[src/rtl/vga_console.sv]
// vga_console: byte-stream console front end for an 80x25 text memory.
// Define VGA_CONSOLE_TAB_EN to make 0x09 advance to the next 8-column stop.
module vga_console #(
    parameter int         COLS       = 80,
    parameter int         ROWS       = 25,
    parameter logic [7:0] BLANK_CHAR = 8'h20
) (
    input  logic        sys_clk,
    input  logic        sys_rst,
    input  logic [7:0]  ch_data,
    input  logic        ch_valid,
    output logic        ch_ready,
    input  logic [7:0]  attr,
    input  logic        clr,
    output logic [15:0] mem_dw,
    output logic [10:0] mem_a,
    output logic        mem_we,
    input  logic [15:0] mem_dr,
    output logic [6:0]  cur_x,
    output logic [4:0]  cur_y,
    output logic        busy
);

    localparam logic [2:0] S_IDLE   = 3'd0;
    localparam logic [2:0] S_PUT    = 3'd1;
    localparam logic [2:0] S_SCR_RD = 3'd2;
    localparam logic [2:0] S_SCR_WR = 3'd3;
    localparam logic [2:0] S_FILL   = 3'd4;

    localparam logic [10:0] SCR_LAST  = 11'((ROWS - 1) * COLS - 1);
    localparam logic [10:0] CELL_LAST = 11'(ROWS * COLS - 1);
    localparam logic [10:0] COLS_A    = 11'(COLS);
    localparam logic [6:0]  X_LAST    = 7'(COLS - 1);
    localparam logic [4:0]  Y_LAST    = 5'(ROWS - 1);

    logic [2:0]  state_q, state_d;
    logic [6:0]  x_q, x_d;
    logic [4:0]  y_q, y_d;
    logic [10:0] s_q, s_d;
    logic [7:0]  attr_q, attr_d;
    logic        bs_q, bs_d;
    logic        clr_pend_q, clr_pend_d;
    logic        clearing_q, clearing_d;
    logic        mem_we_q, mem_we_d;
    logic [10:0] mem_a_q, mem_a_d;
    logic [15:0] mem_dw_q, mem_dw_d;
    logic        nl;

`ifdef VGA_CONSOLE_TAB_EN
    logic [7:0] tab_x;
    assign tab_x = {1'b0, x_q | 7'd7} + 8'd1;
`endif

    // y*80 + x built from shifts so no multiplier is needed
    function automatic logic [10:0] cell_addr(input logic [6:0] x,
                                              input logic [4:0] y);
        logic [10:0] yy;
        yy = {6'd0, y};
        return (yy << 6) + (yy << 4) + {4'd0, x};
    endfunction

    assign ch_ready = (state_q == S_IDLE) && !clr && !clr_pend_q;
    assign busy     = (state_q != S_IDLE);
    assign cur_x    = x_q;
    assign cur_y    = y_q;
    assign mem_we   = mem_we_q;
    assign mem_a    = mem_a_q;
    // Scroll copy forwards the read data straight into the write so a
    // cell moves in two cycles; the register keeps it once the write ends.
    assign mem_dw   = (state_q == S_SCR_WR) ? mem_dr : mem_dw_q;

    // Next-state, cursor and memory-port decode
    always_comb begin
        state_d    = state_q;
        x_d        = x_q;
        y_d        = y_q;
        s_d        = s_q;
        attr_d     = attr_q;
        bs_d       = bs_q;
        clearing_d = clearing_q;
        clr_pend_d = clr_pend_q | (clr & (state_q != S_IDLE));
        mem_we_d   = 1'b0;
        mem_a_d    = mem_a_q;
        mem_dw_d   = mem_dw_q;
        nl         = 1'b0;
        unique case (state_q)
            S_IDLE: begin
                if (clr || clr_pend_q) begin
                    state_d    = S_FILL;
                    clearing_d = 1'b1;
                    attr_d     = attr;
                    s_d        = '0;
                    mem_a_d    = '0;
                    mem_we_d   = 1'b1;
                    mem_dw_d   = {attr, BLANK_CHAR};
                end else if (ch_valid) begin
                    attr_d = attr;
                    if (ch_data == 8'h0D) begin
                        x_d = '0;
                    end else if (ch_data == 8'h0A) begin
                        nl = 1'b1;
                    end else if (ch_data == 8'h08) begin
                        if (x_q != 7'd0) begin
                            x_d      = x_q - 7'd1;
                            bs_d     = 1'b1;
                            state_d  = S_PUT;
                            mem_we_d = 1'b1;
                            mem_a_d  = cell_addr(x_q - 7'd1, y_q);
                            mem_dw_d = {attr, BLANK_CHAR};
                        end
`ifdef VGA_CONSOLE_TAB_EN
                    end else if (ch_data == 8'h09) begin
                        if (tab_x >= 8'(COLS))
                            nl = 1'b1;
                        else
                            x_d = tab_x[6:0];
`endif
                    end else begin
                        bs_d     = 1'b0;
                        state_d  = S_PUT;
                        mem_we_d = 1'b1;
                        mem_a_d  = cell_addr(x_q, y_q);
                        mem_dw_d = {attr, ch_data};
                    end
                end
            end
            S_PUT: begin
                state_d = S_IDLE;
                if (!bs_q) begin
                    if (x_q == X_LAST)
                        nl = 1'b1;
                    else
                        x_d = x_q + 7'd1;
                end
            end
            S_SCR_RD: begin
                state_d  = S_SCR_WR;
                mem_a_d  = s_q;
                mem_we_d = 1'b1;
            end
            S_SCR_WR: begin
                mem_dw_d = mem_dr;
                s_d      = s_q + 11'd1;
                if (s_q == SCR_LAST) begin
                    state_d  = S_FILL;
                    mem_a_d  = s_q + 11'd1;
                    mem_we_d = 1'b1;
                    mem_dw_d = {attr_q, BLANK_CHAR};
                end else begin
                    state_d = S_SCR_RD;
                    mem_a_d = s_q + 11'd1 + COLS_A;
                end
            end
            S_FILL: begin
                if (s_q == CELL_LAST) begin
                    state_d    = S_IDLE;
                    clearing_d = 1'b0;
                    x_d        = '0;
                    if (clearing_q) begin
                        y_d        = '0;
                        clr_pend_d = 1'b0;
                    end else begin
                        y_d = Y_LAST;
                    end
                end else begin
                    s_d      = s_q + 11'd1;
                    mem_a_d  = s_q + 11'd1;
                    mem_we_d = 1'b1;
                end
            end
            default: state_d = S_IDLE;
        endcase
        // Line feed shared by LF, column wrap and tab wrap
        if (nl) begin
            x_d = '0;
            if (y_q == Y_LAST) begin
                state_d    = S_SCR_RD;
                clearing_d = 1'b0;
                s_d        = '0;
                mem_a_d    = COLS_A;
                mem_we_d   = 1'b0;
            end else begin
                y_d = y_q + 5'd1;
            end
        end
    end

    // State and registered memory port
    always_ff @(posedge sys_clk or posedge sys_rst) begin
        if (sys_rst) begin
            state_q    <= S_IDLE;
            x_q        <= '0;
            y_q        <= '0;
            s_q        <= '0;
            attr_q     <= '0;
            bs_q       <= 1'b0;
            clr_pend_q <= 1'b0;
            clearing_q <= 1'b0;
            mem_we_q   <= 1'b0;
            mem_a_q    <= '0;
            mem_dw_q   <= '0;
        end else begin
            state_q    <= state_d;
            x_q        <= x_d;
            y_q        <= y_d;
            s_q        <= s_d;
            attr_q     <= attr_d;
            bs_q       <= bs_d;
            clr_pend_q <= clr_pend_d;
            clearing_q <= clearing_d;
            mem_we_q   <= mem_we_d;
            mem_a_q    <= mem_a_d;
            mem_dw_q   <= mem_dw_d;
        end
    end

endmodule

[config.mk]
export PLATFORM = sky130hd
export DESIGN_NAME = vga_console
export DESIGN_NICKNAME = d
export VERILOG_FILES = /design/src/rtl/vga_console.sv
export SDC_FILE = /design/constraint.sdc
export NUM_CORES = 1
export LEC_CHECK = 0
export BUFFER_PORTS_ARGS = -buffer_cell sky130_fd_sc_hd__buf_2
export CORE_UTILIZATION = 40
export DETAILED_ROUTE_END_ITERATION = 8
export PLACE_DENSITY = 0.59
export SYNTH_ARGS = -nofsm -noshare
export SYNTH_HDL_FRONTEND = slang
export SYNTH_SLANG_ARGS = --single-unit
[constraint.sdc]
create_clock -name sys_clk -period 2.8 [get_ports sys_clk]
set_input_delay 0.28 -clock sys_clk [delete_from_list [all_inputs] [get_ports sys_clk]]
set_output_delay 0.28 -clock sys_clk [all_outputs]
set_load 0.05 [all_outputs]
==> results of run 1 <==
stage by stage:
stage / total power [mW] / util, %
after floorplan: 2.182 / -
after global placement: 2.593 / 47.87
after CTS: 3.820 / 50.41
after detailed placement: 2.604 / 47.87
final: 3.860 / 51.25
after global routing: 4.054 / 51.25
power groups by stage:
stage / Combinational [mW] / Sequential [mW] / Clock (mW)
2_1_floorplan: 0.823 / 1.36 / 0
3_3_place_gp: 1.34 / 1.25 / 0
3_5_place_dp: 1.35 / 1.25 / 0
4_1_cts: 1.36 / 1.24 / 1.23
5_1_grt: 1.52 / 1.25 / 1.28
6_report: 1.40 / 1.24 / 1.22
routing by layer:
metal	global-route usage (%)	vias up	routed length, um
li1	-	2635	-
met1	36.11	2662	7814
met2	40.52	198	7779
met3	4.982	32	1038
met4	9.829	0	421
met5	0	-	0
how the worst max path moves through the flow:
stage	start	endpoint	cells after the start
after floorplan	s_q[1]$_DFF_PP0_	mem_a[8]$_DFF_PP0_	12
after global placement	cur_x[1]$_DFFE_PP0P_	mem_a[10]$_DFF_PP0_	13
after detailed placement	cur_x[0]$_DFFE_PP0P_	mem_a[9]$_DFF_PP0_	12
after CTS	cur_x[0]$_DFFE_PP0P_	mem_a[9]$_DFF_PP0_	12
after global routing	cur_x[3]$_DFFE_PP0P_	mem_a[9]$_DFF_PP0_	11
final	cur_x[3]$_DFFE_PP0P_	mem_a[9]$_DFF_PP0_	11
sequential cells by signal, summed over array words and instances, names as in the netlist:
name        flops
s_q            11
cur_x           7
attr_q          8
bs_q            1
mem_dw_q       16
state_q         3
mem_we          1
clearing_q      1
clr_pend_q      1
mem_a          11
cur_y           5
placed cells by master (no fill, tap or decap), drive strengths merged, types with 4 or more instances in the layout:
| cell | n |
|---|---|
| nand4 | 6 |
| nand2 | 100 |
| nor3b | 4 |
| and2 | 7 |
| dfrtp | 65 |
| or2 | 5 |
| o221ai | 7 |
| a21oi | 65 |
| nor2b | 7 |
| xor2 | 13 |
| o21ai | 60 |
| mux2i | 11 |
| a21o | 8 |
| nor3 | 17 |
| inv | 19 |
| o211ai | 8 |
| o22ai | 9 |
| o31ai | 5 |
| and3 | 8 |
| nor2 | 60 |
| nand3 | 22 |
| a22oi | 12 |
| a211oi | 7 |
| clkbuf | 10 |
| nand2b | 10 |
| buf | 129 |
| or3 | 5 |
| ha | 16 |
| nor4 | 6 |
| a31oi | 6 |
| xnor2 | 13 |
| mux2 | 11 |
timing repair:
action | CTS | global route
hold endpoints to repair | 4 | 0
hold buffers | 1 | 0
buffers inserted | 0 | 4
setup endpoints to repair | 0 | 4
resized for setup | 0 | 16
critical path: cells and delay by family (launching register included):
kind	cells	cell delay, ns
AOI/OAI and AO/OA	3	0.52
buffers and inverters	1	0.15
DFF	1	0.48
and+or+nand+nor	4	0.83
xor gates and xnor gates	2	0.25
adders and majority gates	1	0.36
logic make-up (layout without fill, tap and decap cells):
family / count (synthesis) / count (layout)
DFF: 65 / 65
xor gates and xnor gates: 26 / 26
and+or+nand+nor: 265 / 265
muxes: 22 / 22
AOI/OAI and AO/OA: 216 / 216
buffers and inverters: 58 / 163
adders and majority gates: 19 / 19
final cells by class:
class	count	area (um^2)	share of cell area, %
Tap cell	172	215.2	3.314
Multi-Input combinational cell	548	3472	53.47
Inverter	17	63.81	0.9827
Sequential cell	65	1633	25.14
Clock inverter	6	72.57	1.118
Clock buffer	10	239.0	3.680
Timing Repair Buffer	130	798.3	12.29
==> flow_summary.yaml, run 1 <==
run_status:
  outcome: "finished clean"
placement:
  dp.cells: 927
  post-dp-hpwl_um: 12640
  gp_congestion: 0.9700
  dpl_cell_area_um2: 6066
  dp_slack_ns: 0.07885
  io_buffers: 77
power:
  pwr-share-clk_pct: 31.5
  internal_power_mw: 2.343
  p_comb_share_pct: 36.3
  ir_worst_vdd_v: 0.0003813
  p_sw_mw: 1.517
  power_density_nw_per_um2: 594.4
  p_seq_share_pct: 32.1
  switching_share_pct: 39.29
  leakage_nw: 2.898
timing:
  tightest_slew_ns: 0.9887
  holdWs_ns: 0.1853
  timing.setup.tns_ns: 0
  finalCritPeriodShare_pct: 95.51
  report.final.slew_viol_count: 0
  skew_ns: 0.007743
  fmax_mhz: 373.9
  setup_violations: 0
  setup_ws_ns: 0.1258
  finalHoldViolations: 0
  slew-limit-headroom_pct: 33.69
  period_needed_ns: 2.674
floorplanning:
  io_pins: 78
  num_rows: 41
  die_width_um: 116.1
  design.die.area_um2: 13490
  start_util_pct: 41.13
  die_h_um: 116.1
  core_um2: 12670
layout:
  final_cells: 948
  area.growth.synth_to_final_pct: 24.61
  drive_gt1_share_pct: 25.26
  final_net_count: 826
  antennaDiodeCount: 0
  design_area_um2: 6494
  fill_cells: 1240
global_routing:
  grt_usage_pct: 26.12
  grt_antenna_before_repair: 0
  grt.overflow.total: 0
  grt_first_pass_wirelength_um: 26920
  grt_max_degree: 44
  grt_pass1_vias: 5113
critical_path:
  crit_top_cell: "a21o_1"
  cp-end-kind: "register"
  worstReg2RegStart: "cur_x[3]$_DFFE_PP0P_"
  crit_fanout: 10
  reg2reg_slack_ns: 0.13
  worstPathArrival_ns: 2.94
  cp_slowest_cell: "dfrtp_2"
  crit_path_cell_trace: "nor2_2 -> buf_4 -> nand3_1 -> xnor2_2 -> ha_1 -> a21o_1 -> or4_4 -> nand4_1 -> xnor2_1 -> a21o_1 -> a21oi_1"
  cp.required_ns: 3.07
  r2r_cells: 11
  r2r_end: "mem_a[9]$_DFF_PP0_"
  cpPeakStageDelay_ns: 0.48
  crit_type: "reg -> reg"
  critPathLaunchType: "register"
logic_synthesis:
  syn_avg_cell_area_um2: 7.766
  synthMuxAreaShare_pct: 4.490
  synthAdderAreaFrac_pct: 4.994
  synth_area_leader_cell: "dfrtp_1"
  synth.cell_area_um2: 5211
  synth_nets: 726
  synthCells: 671
  synthTopCellsByCount: "100 x nand2_1, 65 x a21oi_1, 65 x dfrtp_1"
  synth.area.top_cells: "dfrtp_1 31%, nand2_1 7.2%, a21oi_1 6.2%"
  synth_compound_area_share_pct: 25.93
  synth_top_family_by_area: "compound AO/OA/AOI/OAI gates"
  synth_edf_count: 0
  synth.most_common_cell: "nand2_1"
  ys_seq_area_share_pct: 31.21
  synth_flop_cell: "dfrtp_1"
  synthXorXnorAreaFrac_pct: 4.370
  ys_ff_latch: 65
  synth-simple-area-share_pct: 24.47
  yosysUniqueCellTypes: 69
  ys.warnings.count: 0
  synthDominantCellAreaShare_pct: 31.21
  ys_async_sr_fraction_pct: 100.0
clock_tree:
  clk_pin_slew_ns: 0.06
  cts.path.max_buffers: 2
  numCtsBuffers: 9
  clk_latency_ns: 0.34
  cts_tree: "done"
  htreeDepth: 3
  cts_sinks: 65
  cts_root_buffer: "clkbuf_16"
detailed_routing:
  dr.pass1.iters: 6
  viasPerCell: 5.830
  routed_wl_um: 17050
  postRouteAntennaNets: 0
  wire_per_inst_um: 17.99
  vias: 5527
  drc: 0
  first_iter_violations: 356
worst_hold_path:
  min_path_cells: 2
  min_path_type: "in -> reg"
  worstHoldStart: "attr[4]"
  min_delay_worst_endpoint: "attr_q[4]$_DFFE_PP0P_"
job:
  drv_cap: 0
Note: power is estimated with default switching activity, not from simulation.
==> inputs of run 2 (changes only) <==
--- a/config.mk
+++ b/config.mk
@@ -8,7 +8,9 @@
 export BUFFER_PORTS_ARGS = -buffer_cell sky130_fd_sc_hd__buf_2
 export CORE_UTILIZATION = 40
 export DETAILED_ROUTE_END_ITERATION = 8
+export GPL_ROUTABILITY_DRIVEN = 0
 export PLACE_DENSITY = 0.59
+export REMOVE_ABC_BUFFERS = 1
 export SYNTH_ARGS = -nofsm -noshare
 export SYNTH_HDL_FRONTEND = slang
 export SYNTH_SLANG_ARGS = --single-unit
==> flow_summary.yaml, run 2 (synthesis gave the netlist of run 1 again) <==
clock_tree:
  cts_tree: "done"
  cts.path.max_buffers: 2
  numCtsBuffers: 9
  htreeDepth: 3
  post-cts-setup-buffer-count: 0
  cts_sinks: 65
  clk_pin_slew_ns: 0.06
  clk_latency_ns: 0.34
  cts_root_buffer: "clkbuf_16"
placement:
  dp_slack_ns: 0.06499
  dp.cells: 934
  io_buffers: 77
  post-dp-hpwl_um: 12840
timing:
  period_needed_ns: 2.676
  timing.setup.tns_ns: 0
  finalCritPeriodShare_pct: 95.56
  fmax_mhz: 373.7
  setup_violations: 0
  setup_ws_ns: 0.1242
  skew_ns: 0.007394
  report.final.slew_viol_count: 0
  tightest_slew_ns: 0.9544
  grt_setup_unrepaired: "true"
  slew-limit-headroom_pct: 35.99
  finalHoldViolations: 0
critical_path:
  crit_type: "reg -> reg"
  crit_fanout: 5
  cp-end-kind: "register"
  critPathLaunchType: "register"
  cp.required_ns: 3.02
  worstPathArrival_ns: 2.89
power:
  ir_worst_vdd_v: 0.0003072
  power_density_nw_per_um2: 615.9
  leakage_nw: 2.925
floorplanning:
  core_um2: 12670
  die_width_um: 116.1
  num_rows: 41
  io_pins: 78
  die_h_um: 116.1
  design.die.area_um2: 13490
  start_util_pct: 41.13
global_routing:
  grt_pass1_vias: 5224
  grt_usage_pct: 26.15
  grt.overflow.total: 0
  grt_first_pass_wirelength_um: 27080
  grt_max_degree: 36
  grt_antenna_before_repair: 1
layout:
  drive_gt1_share_pct: 24.55
  top_register: "mem_dw_q"
  area.growth.synth_to_final_pct: 24.97
  final_cell_mix: "100 x nand2_1, 77 x buf_2, 65 x a21oi_1, 63 x dfrtp_1"
  final_cells: 950
  final_net_count: 828
  final_common_cell: "nand2_1"
  antennaDiodeCount: 0
  largest_reg_flops: 16
detailed_routing:
  drc: 0
  postRouteAntennaNets: 0
  vias: 5549
  wire_per_inst_um: 18.24
  routed_wl_um: 17330
  first_iter_violations: 482
  dr.pass1.iters: 5
  viasPerCell: 5.841
worst_hold_path:
  min_path_type: "in -> async"
run_status:
  outcome: "finished clean"
job:
  drv_cap: 0
==> run 2: changes by cell type in the layout (fill, tap and decap cells not counted), moves of 2 or more <==
cell / delta
bufinv_16: +2
buf_4: +3
dfrtp_2: -3
dfrtp_1: +3
inv_6: -3
==> run 2: layout make-up <==
cell class	instances	area [um^2]
well taps	172	215.2
repair buffers	132	810.8
inverters	17	63.81
flip-flops and latches	65	1629
multi-input cells	548	3440
clock inverters	6	115.1
fillers	1264	6158
clock buffers	10	239.0
==> run 2: report_power, final <==
part | internal [mW] | switching, mW
logic | 0.531 | 0.879
registers | 1.08 | 0.168
clock network | 0.897 | 0.454
==> run 2: path summary, 6_finish.rpt <==
check / slack [ns] / endpoint / cells past startpoint / from
max: 0.12 / mem_a[8]$_DFF_PP0_ / 12 / s_q[1]$_DFF_PP0_
min: 0.07 / mem_dw_q[9]$_DFFE_PP0P_ / 2 / sys_rst
max reg2reg: 0.12 / mem_a[8]$_DFF_PP0_ / 12 / s_q[1]$_DFF_PP0_
min reg2reg: 0.48 / mem_dw_q[3]$_DFFE_PP0P_ / 2 / mem_dw_q[3]$_DFFE_PP0P_
max in group asynchronous: 2.07 / state_q[0]$_DFF_PP0_ / 3 / sys_rst
min in group sys_clk: 0.19 / attr_q[3]$_DFFE_PP0P_ / 2 / attr[3]
==> run 2: layer usage <==
layer / GRT usage (%) / vias to the layer above / part of all wire (%)
met5: 0 / - / 0.075
met4: 8.376 / 2 / 1.9
met3: 5.189 / 32 / 6.3
met2: 43.10 / 208 / 48
met1: 34.50 / 2678 / 44
li1: - / 2629 / -
==> run 2: stage by stage <==
stage	instance area (um^2)	utilization [%]	hold WS (ns)	power [mW]
global route	6513	51.40	0.1271	4.189
floorplan	5039	-	0.4317	2.144
detailed placement	6086	48.03	0.4673	2.607
CTS	6440	50.82	0.1036	3.968
finish	6513	51.40	0.07015	4.011
global placement	6086	48.03	0.4616	2.568
==> run 2: what timing repair did <==
action,in CTS,in global routing
gates resized for setup,0,18
hold buffers,0,0
endpoints found under the setup margin,0,19
==> run 2: worst max-delay path, stage by stage, from the launching register on <==
cell and delay [ns]:
dfrtp_1 0.43, ha_1 0.22, and3_1 0.23, xnor2_2 0.21, ha_2 0.26, o21ai_0 0.10, a22oi_1 0.15, nor3b_2 0.17
buf_4 0.14, mux2_2 0.32, o22ai_1 0.14, a211o_1 0.12, a31oi_1 0.06
==> inputs of run 3 (changes only) <==
--- a/config.mk
+++ b/config.mk
@@ -6,10 +6,10 @@
 export NUM_CORES = 1
 export LEC_CHECK = 0
 export BUFFER_PORTS_ARGS = -buffer_cell sky130_fd_sc_hd__buf_2
+export CORE_ASPECT_RATIO = 1.75
 export CORE_UTILIZATION = 40
 export DETAILED_ROUTE_END_ITERATION = 8
 export GPL_ROUTABILITY_DRIVEN = 0
-export PLACE_DENSITY = 0.59
 export REMOVE_ABC_BUFFERS = 1
 export SYNTH_ARGS = -nofsm -noshare
 export SYNTH_HDL_FRONTEND = slang
==> constraint.sdc (replaced) <==
create_clock -name sys_clk -period 2.86 [get_ports sys_clk]
set_input_delay 0.286 -clock sys_clk [delete_from_list [all_inputs] [get_ports sys_clk]]
set_output_delay 0.286 -clock sys_clk [all_outputs]
set_load 0.05 [all_outputs]
==> flow_summary.yaml, run 3 (synthesis gave the netlist of run 1 again) <==
run_status:
  outcome: "finished clean"
floorplanning:
  core_um2: 12570
  start_util_pct: 41.47
  num_rows: 54
  die_width_um: 88.28
  die_h_um: 153.0
  io_pins: 78
  design.die.area_um2: 13510
power:
  ir_worst_vdd_v: 0.0003230
  power.total_mw: 3.722
  power_density_nw_per_um2: 579.9
  leakage_nw: 2.867
clock_tree:
  cts.path.max_buffers: 2
  clk_pin_slew_ns: 0.06
  cts_tree: "done"
  htreeDepth: 3
  cts_sinks: 65
  cts_hold_buf: 0
  cts_root_buffer: "clkbuf_16"
  numCtsBuffers: 9
  clk_latency_ns: 0.35
timing:
  finalCritPeriodShare_pct: 95.24
  grt_setup_unrepaired: "true"
  setup_violations: 0
  holdWs_ns: 0.008939
  tightest_slew_ns: 1.112
  skew_ns: 0.009760
  slew-limit-headroom_pct: 25.86
  period_needed_ns: 2.724
  report.final.slew_viol_count: 0
  fmax_mhz: 367.1
  finalHoldViolations: 0
  timing.setup.tns_ns: 0
layout:
  area.growth.synth_to_final_pct: 23.15
  final_net_count: 821
  final_common_cell: "nand2_1"
  largest_reg_flops: 16
  top_register: "mem_dw_q"
  fin_util_pct: 51.07
  design_area_um2: 6417
  antennaDiodeCount: 0
  final_cell_mix: "100 x nand2_1, 77 x buf_2, 65 x a21oi_1, 64 x dfrtp_1, 58 x nor2_1"
  drive_gt1_share_pct: 23.61
critical_path:
  r2r_cells: 12
  cp_slowest_cell: "dfrtp_1"
  crit_family: "buffers and inverters"
  crit_path_cell_trace: "clkinv_1 -> buf_4 -> nor3_4 -> buf_4 -> nand2_1 -> nand2_1 -> buf_2"
  crit_type: "reg -> out"
  worstPathArrival_ns: 2.44
  critPathLaunchType: "register"
  cp-endpoint: "mem_dw[15]"
  reg2reg_slack_ns: 0.15
  cpPeakStageDelay_ns: 0.49
  crit_start: "state_q[0]$_DFF_PP0_"
  r2r_end: "mem_a[8]$_DFF_PP0_"
  path_depth: 7
  cp.required_ns: 2.57
  worstReg2RegStart: "s_q[0]$_DFF_PP0_"
  cp-end-kind: "output port"
  crit_fanout: 24
  critPathBufInv: 4
worst_hold_path:
  min_path_type: "in -> async"
detailed_routing:
  dr.pass1.iters: 5
  postRouteAntennaNets: 0
  first_iter_violations: 436
  drc: 0
  viasPerCell: 5.913
  vias: 5552
  routed_wl_um: 17740
  wire_per_inst_um: 18.89
placement:
  post-dp-hpwl_um: 13210
  io_buffers: 77
  dpl_cell_area_um2: 6041
global_routing:
  grt_usage_pct: 26.83
  grt_antenna_before_repair: 0
  grt.overflow.total: 0
  grt_pass1_vias: 5361
  grt_max_degree: 66
  grt_first_pass_wirelength_um: 27710
job:
  drv_cap: 0
-- run 3: cell types whose count changed in the layout (fill, tap and decap cells not counted), moves of 2 or more --
cell	before	now
buf_4	54	46
bufinv_16	3	1
xnor2_1	8	10
xnor2_2	5	3
-- run 3: how the worst min path moves through the flow --
stage	cells past startpoint	slack, ns	endpoint	from
2_1_floorplan	1	0.44	attr_q[0]$_DFFE_PP0P_	attr[0]
3_3_place_gp	3	0.40	attr_q[0]$_DFFE_PP0P_	sys_rst
3_5_place_dp	3	0.39	mem_dw_q[13]$_DFFE_PP0P_	sys_rst
4_1_cts	3	0.03	attr_q[0]$_DFFE_PP0P_	sys_rst
5_1_grt	3	0.05	mem_dw_q[12]$_DFFE_PP0P_	sys_rst
6_report	3	0.009	attr_q[0]$_DFFE_PP0P_	sys_rst
-- run 3: power by group --
group | switching, mW | total [mW] | leakage (nW) | internal (mW)
sequential | 0.137 | 1.20 | 0.809 | 1.06
combinational | 0.857 | 1.37 | 1.91 | 0.510
clock | 0.474 | 1.16 | 0.148 | 0.684
-- run 3: routing by layer --
| metal | up-vias | track usage (%) | share of wire, % |
|---|---|---|---|
| li1 | 2624 | - | - |
| met1 | 2657 | 29.03 | 36 |
| met2 | 204 | 46.89 | 53 |
| met3 | 67 | 4.698 | 4.6 |
| met4 | 0 | 16.51 | 5.7 |
| met5 | - | 0 | 0 |
-- run 3: stage by stage --
step,cells,setup WS (ns)
2_1_floorplan,630,-0.1377
3_3_place_gp,923,0.1187
3_5_place_dp,923,0.03594
4_1_cts,939,0.03403
5_1_grt,939,0.01024
6_report,939,0.1363
-- run 3: cell type report --
type	count	area, um^2
fill	1280	6150
tap	168	210.2
timing repair buffer	125	770.7
sequential	65	1628
multi-input combinational	548	3440
inverter	17	63.81
clock inverter	7	80.08
clock buffer	9	225.2
-- run 3: tightest hold or removal path, cell delays in order --
cell    delay, ns
buf_2        0.10
inv_2        0.06
buf_12       0.31
-- run 3: timing repair --
action                                  4_1_cts  5_1_grt
gates resized for setup                       0       17
endpoints found under the setup margin        0        7
setup buffers                                 0        0
